### src/rtl/regfile_wr_arbiter.sv
// Write-port controller for the register file: round-robin arbitration
// between two requesters plus a clear sequencer for x1..x(NREGS-1).
module regfile_wr_arbiter #(
    parameter int DATA_W = 8,
    parameter int NREGS  = 32,
    parameter int ADDR_W = 5
) (
    input  logic              clk,
    input  logic              rst_n,
    input  logic              clr_req,
    input  logic              r0_valid,
    input  logic [ADDR_W-1:0] r0_addr,
    input  logic [DATA_W-1:0] r0_data,
    output logic              r0_ready,
    input  logic              r1_valid,
    input  logic [ADDR_W-1:0] r1_addr,
    input  logic [DATA_W-1:0] r1_data,
    output logic              r1_ready,
    output logic              rf_we,
    output logic [ADDR_W-1:0] rf_waddr,
    output logic [DATA_W-1:0] rf_wdata,
    output logic              init_done
);

    typedef enum logic {
        CLEAR,
        RUN
    } state_t;

    localparam logic [ADDR_W-1:0] LAST  = ADDR_W'(NREGS - 1);
    localparam logic [ADDR_W:0]   LIMIT = (ADDR_W + 1)'(NREGS);

    state_t            state;
    state_t            state_nx;
    logic [ADDR_W-1:0] clr_ptr;
    logic              rr_ptr;
    logic              gnt0;
    logic              gnt1;
    logic [ADDR_W-1:0] g_addr;
    logic [DATA_W-1:0] g_data;
    logic              g_ok;

    assign r0_ready = gnt0;
    assign r1_ready = gnt1;

    // Grant mux: the winner's address/data, and whether it targets a real register.
    always_comb begin
        g_addr = gnt1 ? r1_addr : r0_addr;
        g_data = gnt1 ? r1_data : r0_data;
        g_ok   = (g_addr != '0) && ({1'b0, g_addr} < LIMIT);
    end

    // Next state and grants; a clear request beats both requesters.
    always_comb begin
        state_nx = state;
        gnt0     = 1'b0;
        gnt1     = 1'b0;
        case (state)
            CLEAR: begin
                if (clr_ptr == LAST) state_nx = RUN;
            end
            RUN: begin
                if (clr_req) begin
                    state_nx = CLEAR;
                end else if (r0_valid && r1_valid) begin
                    gnt0 = ~rr_ptr;
                    gnt1 = rr_ptr;
                end else begin
                    gnt0 = r0_valid;
                    gnt1 = r1_valid;
                end
            end
            default: state_nx = CLEAR;
        endcase
    end

    // State register.
    always_ff @(posedge clk) begin
        if (!rst_n) state <= CLEAR;
        else        state <= state_nx;
    end

    // Clear pointer, round-robin pointer and registered regfile write port.
    always_ff @(posedge clk) begin
        if (!rst_n) begin
            clr_ptr   <= ADDR_W'(1);
            rr_ptr    <= 1'b0;
            rf_we     <= 1'b0;
            rf_waddr  <= '0;
            rf_wdata  <= '0;
            init_done <= 1'b0;
        end else begin
            rf_we     <= 1'b0;
            init_done <= (state == RUN) && !clr_req;
            if (state == CLEAR) begin
                rf_we    <= 1'b1;
                rf_waddr <= clr_ptr;
                rf_wdata <= '0;
                clr_ptr  <= clr_ptr + 1'b1;
            end else if (clr_req) begin
                clr_ptr <= ADDR_W'(1);
            end else if (gnt0 || gnt1) begin
                rf_we    <= g_ok;
                rf_waddr <= g_addr;
                rf_wdata <= g_data;
                rr_ptr   <= gnt0;
            end
        end
    end

endmodule

### config.mk
export PLATFORM = sky130hd
export DESIGN_NAME = regfile_wr_arbiter
export DESIGN_NICKNAME = d
export VERILOG_FILES = /design/src/rtl/regfile_wr_arbiter.sv
export SDC_FILE = /design/constraint.sdc
export NUM_CORES = 1
export LEC_CHECK = 0
export ABC_CLOCK_PERIOD_IN_PS = 2800
export CORE_MARGIN = 4
export CORE_UTILIZATION = 44
export CTS_BUF_LIST = sky130_fd_sc_hd__clkbuf_16
export CTS_CLUSTER_SIZE = 14
export DETAILED_ROUTE_END_ITERATION = 10
export GPL_ROUTABILITY_DRIVEN = 0
export PLACE_DENSITY_LB_ADDON = 0.05
export SYNTH_ARGS = -nofsm -noshare
export SYNTH_HDL_FRONTEND = slang
export SYNTH_SLANG_ARGS = --single-unit
export TNS_END_PERCENT = 50
### constraint.sdc
create_clock -name clk -period 2.8 [get_ports clk]
set_input_delay 0.28 -clock clk [delete_from_list [all_inputs] [get_ports clk]]
set_output_delay 0.28 -clock clk [all_outputs]
set_load 0.02 [all_outputs]
# [Word level (Yosys, flattened, before mapping)]
# Index checks and enable logic that the tools add are counted.
[totals] ff_bits=22 in_bits=31 out_inout_bits=17
[op_classes] add_sub_neg=1 eq_ne=4 n_mux=19 n_bitwise=3 reduce_logical=9
[ops] op="two-way mux 5 bit" n=6
[ops] op="two-way mux 1 bit" n=11
[ops] op="two-way mux 8 bit" n=1
[ops] op="AND reduction 2 bit" n=3
[ops] op="adder 5 x 1 -> 5 bit (second input constant)" n=1
[ops] op="== test 5 bit (second input constant)" n=1
[ops] op="nonzero test 5 bit" n=1
[ops] op="inequality test 2 bit (second input constant)" n=2
[ops] op="inverter 1 bit" n=3
[ops] op="AND reduction 3 bit" n=1
[ops] op="logical AND 1 bit" n=2
[ops] op="inequality test 2 x 1 -> 1 bit (second input constant)" n=1
[ops] op="case mux 1 bit (2 select lines)" n=1
[ops] op="logical NOT 1 bit" n=1
[ops] op="logical OR 1 bit" n=1

# [Longest topological paths before layout]
[depth] word_depth=9 ltp_mapped=6 mapped_depth_nobuf=5

# [Worst setup path before layout]
# No wires, ideal clock.
[synth_path] path_type="register -> register" start="reg state" end="reg rf_wdata[3]" setup_ps=138 t_arrival_ps=1222 required_ps=2662 path_slack_ps=1441 path_stages_with_launch=7 path_buffers=2 synth_period_minus_slack_ps=1359 cell_sequence="dfxtp_1 and2b_1 and3_1 buf_6 buf_12 mux2i_1 a211oi_1"
[synth_between] elab_chain_len=3 word_cells_on_any_way=6
[synth_lines] element="start: declaration" line_no="33" rtl="state_t state;"
[synth_lines] element="start signal: assignment" line_no="80" rtl="else state <= state_nx;"
[synth_lines] element="two-way mux 1 bit (*)" line_no="58" rtl="case (state)"
[synth_lines] element="net r1_ready" line_no="18" rtl="output logic r1_ready,"
[synth_lines] element="logical OR 1 bit" line_no="102" rtl="end else if (gnt0 || gnt1) begin"
[synth_lines] element="AND reduction 2 bit (no source line)"
[synth_lines] element="end signal: assignment" line_no="105" rtl="rf_wdata <= g_data;"
[synth_lines] element="end: declaration" line_no="21" rtl="output logic [DATA_W-1:0] rf_wdata,"
# Mark *: on every way through the listed nets, which the timed path passes. The rest lies on a longest branch.
# A chain may end at the register's enable or synchronous reset.

# [Final worst setup path]
[layout_path] start="reg state" end="out r1_ready"
[layout_between] elab_chain_len=1
[layout_lines] element="two-way mux 1 bit" line_no="58"
[layout_lines] element="end: declaration" line_no="18"
# No other way between the ends.

==> flow_metrics.tcl <==
set metrics [dict create \
    cp_top_family "flip-flops" \
    cap_violations 0 \
    synthSimpleGateAreaFrac_pct 17.03 \
    area_growth_syn_to_layout_pct 51.22 \
    crit_start "state$_SDFF_PN0_" \
    holdCritStartpoint "rf_wdata[1]$_SDFFE_PN0P_" \
    cp_num_buf_inv 1 \
    antenna_left 0 \
    setup_viol 0 \
    synth_edf_count 0 \
    place_area_mm2 0.001558 \
    worstPathRequired_ps 2520 \
    final_common_cell "clkdlybuf4s50_1" \
    power_w 0.0007208 \
    status "complete, no violations" \
    clk_path_buf_depth 2 \
    core_area_mm2 0.002276 \
    cts.hold.buffers_added 0 \
    grt_overflow 0 \
    drc 0 \
    syn_inst 119 \
    drt-initial-drc-count 19 \
    clk_latency_ps 250 \
    reg2reg_depth 5 \
    rsz0062_at_grt "false" \
    worst_ep_arrival_time_ps 2070 \
    nets 201 \
    initial_core_util_pct 47.44 \
    cts.clk_slew.worst_paths_ps 60 \
    fill_cells 180 \
    first_pass_iters 4 \
    grt_pass1_wl_mm 4.595 \
    post_cts_buffers 0 \
    final_cell_mix "clkdlybuf4s50_1 (47), dfxtp_1 (22), mux2i_1 (14), nor2_1 (14), a211oi_1 (8)" \
    die_w_um 57.54 \
    design_area_mm2 0.001633 \
    syn-mean-instance-area_um2 9.074 \
    worstPathCellList "and2b_1 -> and3_1 -> clkdlybuf4s50_1" \
    yosys_register_bits 22 \
    htreeDepth 1 \
    synthAdderAreaFrac_pct 2.317 \
    yosysSeqAreaShare_pct 40.79 \
    clock_skew_ps 1.420 \
    p_per_area_mw_per_mm2 441.4 \
    postLayoutCoreUtil_pct 71.74 \
    portBuffers 47 \
    ys_types 32 \
    synthArstFlopShare_pct 0 \
    wirelength_mm 2.851 \
    antenna_found_initial 0 \
    whs_endpoint "rf_wdata[1]$_SDFFE_PN0P_" \
    worstSetupPathType "flip-flop to primary output" \
    cts_buffers 3 \
    synth.area.mux_share_pct 14.02 \
    cp-end-kind "primary output" \
    cts-root-buf "clkbuf_16" \
    worst_pin_slew_ps 591.3 \
    layout_min_cycle_time_ps 2350 \
    hold_viol 0 \
    synth_top_family_by_area "compound AO/OA/AOI/OAI gates" \
    vias 1031 \
    die_area_mm2 0.003311 \
    synth_fp_nets 152 \
    tns_ps 0 \
    rows 17 \
    irDropWorstVdd_uv 345.7 \
    hold_slack_ps 497.3 \
    grt_max_degree 24 \
    synth-main-ff-cell "dfxtp_1" \
    cts_num_sinks 22 \
    timing.rr.end "rf_waddr[1]$_SDFFE_PN0P_" \
    yosysWarnings 0 \
    grt_pass1_vias 982 \
    start_kind "flip-flop" \
    synth_area_mm2 0.001080 \
    viasPerCell 5.314 \
    dp_hpwl_mm 2.207 \
    synth_compound_area_share_pct 20.16 \
    cts_tree "yes" \
    dieHeight_um 57.54 \
    synth_xor_area_share_pct 0 \
    ctsResizeCount 0 \
    io_pins 48 \
    hold_depth 2 \
    post_drt_wl_per_cell_um 14.70 \
    max_freq_mhz 425.5 \
    worstHoldPathType "flip-flop to flip-flop" \
    grt_usage_pct 17.65 \
    relSlewSlack_pct 60.53 \
    diodes 0 \
    final_layout_size_suffix_gt1_share_pct 4.217 \
    worst_path_max_delay_cell "dfxtp_1" \
    period_share_pct 83.93 \
    path_max_fanout 23 \
    p_leak_nw 0.5621 \
    rrSetupSlack_ps 790 \
    slew_viol_final 0 \
    critical-path-max-stage-delay_ps 690 \
    rr_startpoint "state$_SDFF_PN0_" \
]
[where the power goes]
group | switching (W) | total [W] | internal (W)
registers | 0.00000866 | 0.000331 | 0.000323
clock network | 0.000106 | 0.000295 | 0.000188
logic | 0.0000351 | 0.0000950 | 0.0000599
total | 0.000150 | 0.000721 | 0.000571
[layer usage]
metal  global-route usage [%]  routed length [um]  vias up  part of all wire, %
li1                         -                   -      528                    -
met4                    3.974                   0        0                    0
met1                    22.40                1198      465                   42
met3                    5.204                 234        0                  8.2
met5                        0                   0        -                    0
met2                    29.35                1419       38                   50
[registers in the layout (all words and copies together) (netlist names)]
name	count
rr_ptr	1
rf_we	1
init_done	1
state	1
rf_wdata	8
rf_waddr	5
clr_ptr	5
[worst max path at each step]
| stage | to | cells after the start |
|---|---|---|
| 2_1_floorplan | rf_wdata[3]$_SDFFE_PN0P_ | 6 |
| 3_3_place_gp | r1_ready | 4 |
| 3_5_place_dp | r1_ready | 4 |
| 4_1_cts | r1_ready | 3 |
| 5_1_grt | r1_ready | 3 |
| 6_report | r1_ready | 3 |
[cells by family after synthesis]
group | count (synthesis)
multiplexers | 15
buffers and inverters | 10
AND/OR/NAND/NOR | 36
adder cells (fa/ha/maj) | 2
flip-flops | 22
AO/OA/AOI/OAI | 34
[cell usage after synthesis, types with 2 or more instances]
cell	n	area, um2
o22ai_1	5	31.28
ha_1	2	25.02
dfxtp_1	22	440.4
mux2i_1	14	140.1
nand2_1	5	18.77
clkinv_1	2	7.510
a211oi_1	8	60.06
or4_1	2	15.01
nand2b_1	5	31.28
nor2_1	14	52.55
clkbuf_1	3	11.26
o21ai_0	7	35.03
nand3b_1	3	22.52
and3_1	2	12.51
a21oi_1	6	30.03
inv_1	3	11.26
[cell type report]
cell class | instances | area [um2] | area share (%)
Tap cell | 28 | 35.03 | 2.146
Clock buffer | 3 | 75.07 | 4.598
Multi-Input combinational cell | 87 | 578.1 | 35.40
Timing Repair Buffer | 49 | 485.5 | 29.73
Sequential cell | 22 | 440.4 | 26.97
Inverter | 5 | 18.77 | 1.149
[worst min-delay path, stage by stage, from the launching register on]
cell	delay (ps)
dfxtp_1	310
nor2_1	90
a211oi_1	50
[per-stage QoR]
| stage | worst slack (ps) | instances |
|---|---|---|
| 4_1_cts | 442.1 | 194 |
| 3_3_place_gp | 631.7 | 191 |
| 3_5_place_dp | 626.6 | 191 |
| 6_report | 450.0 | 194 |
| 5_1_grt | 290.5 | 194 |
| 2_1_floorplan | 1441 | 119 |
Note: power is estimated with default switching activity, not from simulation.
